--- config.mk ---
export PLATFORM = sky130hd
export DESIGN_NAME = line_window_3x3
export DESIGN_NICKNAME = d
export VERILOG_FILES = /design/src/rtl/line_window_3x3.sv
export SDC_FILE = /design/constraint.sdc
export NUM_CORES = 2
export LEC_CHECK = 0
export CAP_MARGIN = 20
export CORE_ASPECT_RATIO = 0.7
export CORE_MARGIN = 4
export CORE_UTILIZATION = 50
export CTS_BUF_LIST = sky130_fd_sc_hd__clkbuf_2 sky130_fd_sc_hd__clkbuf_4 sky130_fd_sc_hd__clkbuf_8
export DETAILED_ROUTE_END_ITERATION = 16
export GPL_TIMING_DRIVEN = 1
export PLACE_DENSITY_LB_ADDON = 0.25
export SLEW_MARGIN = 5
export SYNTH_ARGS = -nofsm -noshare
export SYNTH_HDL_FRONTEND = slang
export SYNTH_SLANG_ARGS = --single-unit
export TNS_END_PERCENT = 50
--- constraint.sdc ---
create_clock -name clk -period 11.6 [get_ports clk]
set_input_delay 1.16 -clock clk [delete_from_list [all_inputs] [get_ports clk]]
set_output_delay 1.16 -clock clk [all_outputs]
set_load 0.05 [all_outputs]
--- src/rtl/line_window_3x3.sv ---
// 3x3 sliding-window generator for a raster pixel stream: two line buffers
// plus a column shift register, emitting only fully in-frame windows.
module line_window_3x3 #(
    parameter int IMG_W = 32,
    parameter int IMG_H = 32,
    parameter int PIX_W = 24
) (
    input  logic               clk,
    input  logic               rst,
    input  logic               conv_start,
    input  logic [PIX_W-1:0]   d_in,
    input  logic               d_valid,
    output logic [9*PIX_W-1:0] win_out,
    output logic               win_valid,
    output logic               frame_done
);

    localparam int CW = (IMG_W > 1) ? $clog2(IMG_W) : 1;
    localparam int RW = (IMG_H > 1) ? $clog2(IMG_H) : 1;

    logic [CW-1:0]      col_q, col_d;
    logic [RW-1:0]      row_q, row_d;
    logic [PIX_W-1:0]   lb0_q [IMG_W];
    logic [PIX_W-1:0]   lb1_q [IMG_W];
    logic [PIX_W-1:0]   win_q [3][3];
    logic [PIX_W-1:0]   win_d [3][3];
    logic [9*PIX_W-1:0] win_out_q, win_out_d;
    logic               win_valid_q, win_valid_d;
    logic               frame_done_q, frame_done_d;
    logic               accept, col_last, row_last;

    assign accept   = conv_start & d_valid;
    assign col_last = (col_q == CW'(IMG_W - 1));
    assign row_last = (row_q == RW'(IMG_H - 1));

    always_comb begin
        col_d = col_q;
        row_d = row_q;
        if (!conv_start) begin
            col_d = '0;
            row_d = '0;
        end else if (d_valid) begin
            if (col_last) begin
                col_d = '0;
                row_d = row_last ? '0 : row_q + RW'(1);
            end else begin
                col_d = col_q + CW'(1);
            end
        end
    end

    // Each accepted pixel shifts the window left and brings in the column
    // (row r-2, row r-1, row r) read from the line buffers at this column.
    always_comb begin
        win_d = win_q;
        if (accept) begin
            for (int i = 0; i < 3; i++) begin
                win_d[i][0] = win_q[i][1];
                win_d[i][1] = win_q[i][2];
            end
            win_d[0][2] = lb1_q[col_q];
            win_d[1][2] = lb0_q[col_q];
            win_d[2][2] = d_in;
        end
    end

    // Gating on r>=2 and c>=2 keeps stale buffer contents and row-wrap
    // columns out of any window marked valid.
    always_comb begin
        win_valid_d  = accept && (row_q >= RW'(2)) && (col_q >= CW'(2));
        frame_done_d = win_valid_d && col_last && row_last;
        win_out_d    = win_out_q;
        if (win_valid_d) begin
            for (int i = 0; i < 3; i++) begin
                for (int j = 0; j < 3; j++) begin
                    win_out_d[PIX_W*(3*i+j) +: PIX_W] = win_d[i][j];
                end
            end
        end
    end

    always_ff @(posedge clk or negedge rst) begin
        if (!rst) begin
            col_q        <= '0;
            row_q        <= '0;
            win_out_q    <= '0;
            win_valid_q  <= 1'b0;
            frame_done_q <= 1'b0;
        end else begin
            col_q        <= col_d;
            row_q        <= row_d;
            win_out_q    <= win_out_d;
            win_valid_q  <= win_valid_d;
            frame_done_q <= frame_done_d;
        end
    end

    // Pixel storage carries no reset; validity gating makes its contents moot.
    always_ff @(posedge clk) begin
        if (accept) begin
            lb1_q[col_q] <= lb0_q[col_q];
            lb0_q[col_q] <= d_in;
            win_q        <= win_d;
        end
    end

    assign win_out    = win_out_q;
    assign win_valid  = win_valid_q;
    assign frame_done = frame_done_q;

endmodule

==> metrics.csv <==
stage;metric;value;unit
outcome;status;completed;
setup_path;path_class;reg -> reg;
yosys;synth_top_family_by_area;multiplexers;
timing;fin_crit;5.290;ns
routing;drt_first_pass_iters;5;
floorplan;die_area;159400;um^2
floorplan;io_pins;246;
timing;slew_headroom;22.52;%
yosys;synthCells;4742;
yosys;ys_seq_elements;1980;
routing;wl_per_cell;28.51;um
cells_and_area;layout-drive-gt1-share;14.69;%
power_and_ir_drop;internal-power;11.13;mW
timing;fin_worst_skew;0.08875;ns
routing;initialDrtViolationCount;5657;
yosys;synth-simple-area-share;7.322;%
routing;ant_nets;0;
floorplan;dieWidth;475.5;um
timing;finalHoldViolCount;0;
power_and_ir_drop;power_leakage;29.98;nW
run;drv_cap;0;
yosys;synth.area.mux_share;10.96;%
placed_design;port_buffers;245;
setup_path;cp_data_arrival_time;6.16;ns
cells_and_area;fillers;11480;
yosys;synth_area_per_cell;16.13;um^2
routing;drt_wl_total;210000;um
yosys;yosys.area.top_type_share;68.79;%
worst_hold_path;hold_class;in -> async;
timing;setup_viol;0;
power_and_ir_drop;p_sw;3.222;mW
clock_tree;numCtsBuffers;307;
clock_tree;postCtsHoldBufs;0;
power_and_ir_drop;vdd_drop_max;0.1304;mV
floorplan;row_count;119;
clock_tree;insertion_delay;1.03;ns
clock_tree;post_cts_buffers;0;
cells_and_area;fin_nets;5187;
global_routing;grt_pass1_vias;41770;
yosys;synth_xor_area_share;0;%
power_and_ir_drop;clkPwrFrac;39.3;%
setup_path;worst-endpoint-required;12.47;ns
cells_and_area;multi_input_area;17130;um^2
clock_tree;cts_resized;0;
yosys;synthAdderAreaFrac;0.1309;%
power_and_ir_drop;seqPwrFrac;55.2;%
yosys;synth_area_leader_cell;edfxtp_1;
power_and_ir_drop;powerDensity;164.6;nW/um^2
global_routing;grt_usage;25.97;%
floorplan;initial_core_util;50.61;%
yosys;synth-edff-count;1752;
placed_design;dp_slack;5.713;ns
yosys;syn_nets;4778;
power_and_ir_drop;netSwitchingFraction;22.44;%
global_routing;grt_max_degree;138;
placed_design;gp_congestion;0.8277;
timing;period_share;45.61;%
cells_and_area;seq_area;58320;um^2
routing;drc;0;
setup_path;worstSetupStartpointType;register;
placed_design;hpwlAfterDp;122000;um
yosys;ys_seq_area_share;76.25;%
global_routing;grt-ovfl-total;0;
clock_tree;clockBufferDepth;4;
global_routing;grt_pass1_wl;296800;um
timing;finalMaxSlewViolations;0;
yosys;yosys_warnings;0;
timing;worst_pin_slew;1.159;ns
clock_tree;cts-root-buf;clkbuf_8;
routing;vias;43920;
yosys;synth.distinct_cells;48;
routing;viasPerCell;5.961;
clock_tree;htree_levels;5;
timing;rsz0062_at_grt;no;
yosys;syn_area;76480;um^2
yosys;synth_compound_area_share;3.462;%
floorplan;coreArea;151100;um^2
cells_and_area;areaGrowthSynthToFinish;14.02;%
clock_tree;cts_sinks;1980;
timing;fin_tns_setup;0;ns
clock_tree;path_clk_slew;0.06;ns
yosys;synth-main-ff-cell;edfxtp_1;
setup_path;crit_path_end_kind;register;
power_and_ir_drop;power_frac_comb;5.5;%
setup_path;crit_fanout;109;
cells_and_area;final_util;57.70;%
clock_tree;cts_tree;done;
timing;setup_ws;6.310;ns
timing;max_freq;189.0;MHz
yosys;synth_area_leaders;edfxtp_1 (69%), mux2i_1 (8.8%), dfrtp_1 (7.5%), nand2_1 (5.1%), o22ai_1 (2.5%);
floorplan;die_y;335.2;um
yosys;async_reset_ff_share;11.52;%
global_routing;grt_antenna_before_repair;14;
registers in the layout (all words and copies together), names as in the netlist:
signal,cells
lb0_q,768
lb1_q,768
win_out,216
win_q,216
col_q,5
row_q,5
frame_done,1
win_valid,1
cells in the mapped netlist (all sizes together) (6+ instances only):
library cell / instances
nor2: 84
buf: 182
nand2: 1040
clkbuf: 81
nor3: 26
edfxtp: 1752
mux2i: 673
ha: 8
nor2b: 11
mux2: 48
a22oi: 21
a21oi: 6
a31oi: 25
nand4bb: 6
mux4: 49
o21ai: 29
o22ai: 310
dfrtp: 228
nand3: 27
nor4: 72
o21a: 24
worst max-delay path, cell delays in order, from the launching register on:
cell and delay [ns]:
dfrtp_4 0.64, buf_12 0.64, buf_4 0.95, mux2i_1 0.27, o22ai_1 0.17, nor4_2 0.86, nand2_2 0.81, mux2_2 0.55
cell usage in the layout, fill, tap and decap left out, types with 58 or more instances in the layout:
cell             instances
buf_4                  111
clkbuf_4               111
clkbuf_8               321
clkdlybuf4s50_1        241
clkinv_1                58
dfrtp_1                226
edfxtp_1              1752
mux2i_1                673
nand2_1               1031
o22ai_1                310
per-layer routing:
layer  up-vias  share of wire (%)  track usage [%]
met4        10                2.6            7.995
met2      2579                 40            34.17
met1     22180                 43            38.89
li1      18790                  -                -
met3       359                 14            11.00
met5         -               0.15            1.134
layout make-up:
cell class | count | share of cell area, %
antenna | 7 | 0.02009
sequential | 1980 | 66.88
timing repair buffer | 363 | 3.926
inverter | 5 | 0.03874
clock inverter | 91 | 0.6169
tap | 1996 | 2.864
multi-input combinational | 2494 | 19.64
clock buffer | 431 | 6.013
path summary, 6_finish.rpt:
kind	depth (start not counted)	end	slack (ns)	from
max	7	win_out[130]$_DFFE_PN0P_	6.31	col_q[1]$_DFFE_PN0P_
min	1	win_out[15]$_DFFE_PN0P_	0.25	rst
max reg2reg	7	win_out[130]$_DFFE_PN0P_	6.31	col_q[1]$_DFFE_PN0P_
min reg2reg	2	win_out[112]$_DFFE_PN0P_	0.47	win_out[112]$_DFFE_PN0P_
max in group asynchronous	2	win_out[177]$_DFFE_PN0P_	9.89	rst
min in group clk	2	win_out[112]$_DFFE_PN0P_	0.47	win_out[112]$_DFFE_PN0P_
metrics by stage:
step	total power, mW	std cells	hold WS [ns]	instance area (um^2)
floorplan	8.518	4742	0.5115	76480
global placement	8.835	6834	0.4566	81320
detailed placement	8.849	6835	0.4627	81350
CTS	14.41	7357	0.1877	87130
global route	14.81	7364	0.2662	87200
finish	14.36	7367	0.2499	87210
logic make-up after synthesis:
logic type	Yosys count
DFF	1980
and+or+nand+nor	1296
adders and majority gates	8
AOI/OAI and AO/OA	420
muxes	770
buffers and inverters	268
power by group through the flow:
stage               sequential, mW  combinational [mW]  clock [mW]
floorplan                     8.09               0.427           0
global placement              8.08               0.759           0
detailed placement            8.08               0.772           0
CTS                           7.93               0.773        5.71
global route                  7.93               0.834        6.05
finish                        7.93               0.788        5.64
No activity file was read; power rests on OpenSTA's default activity.
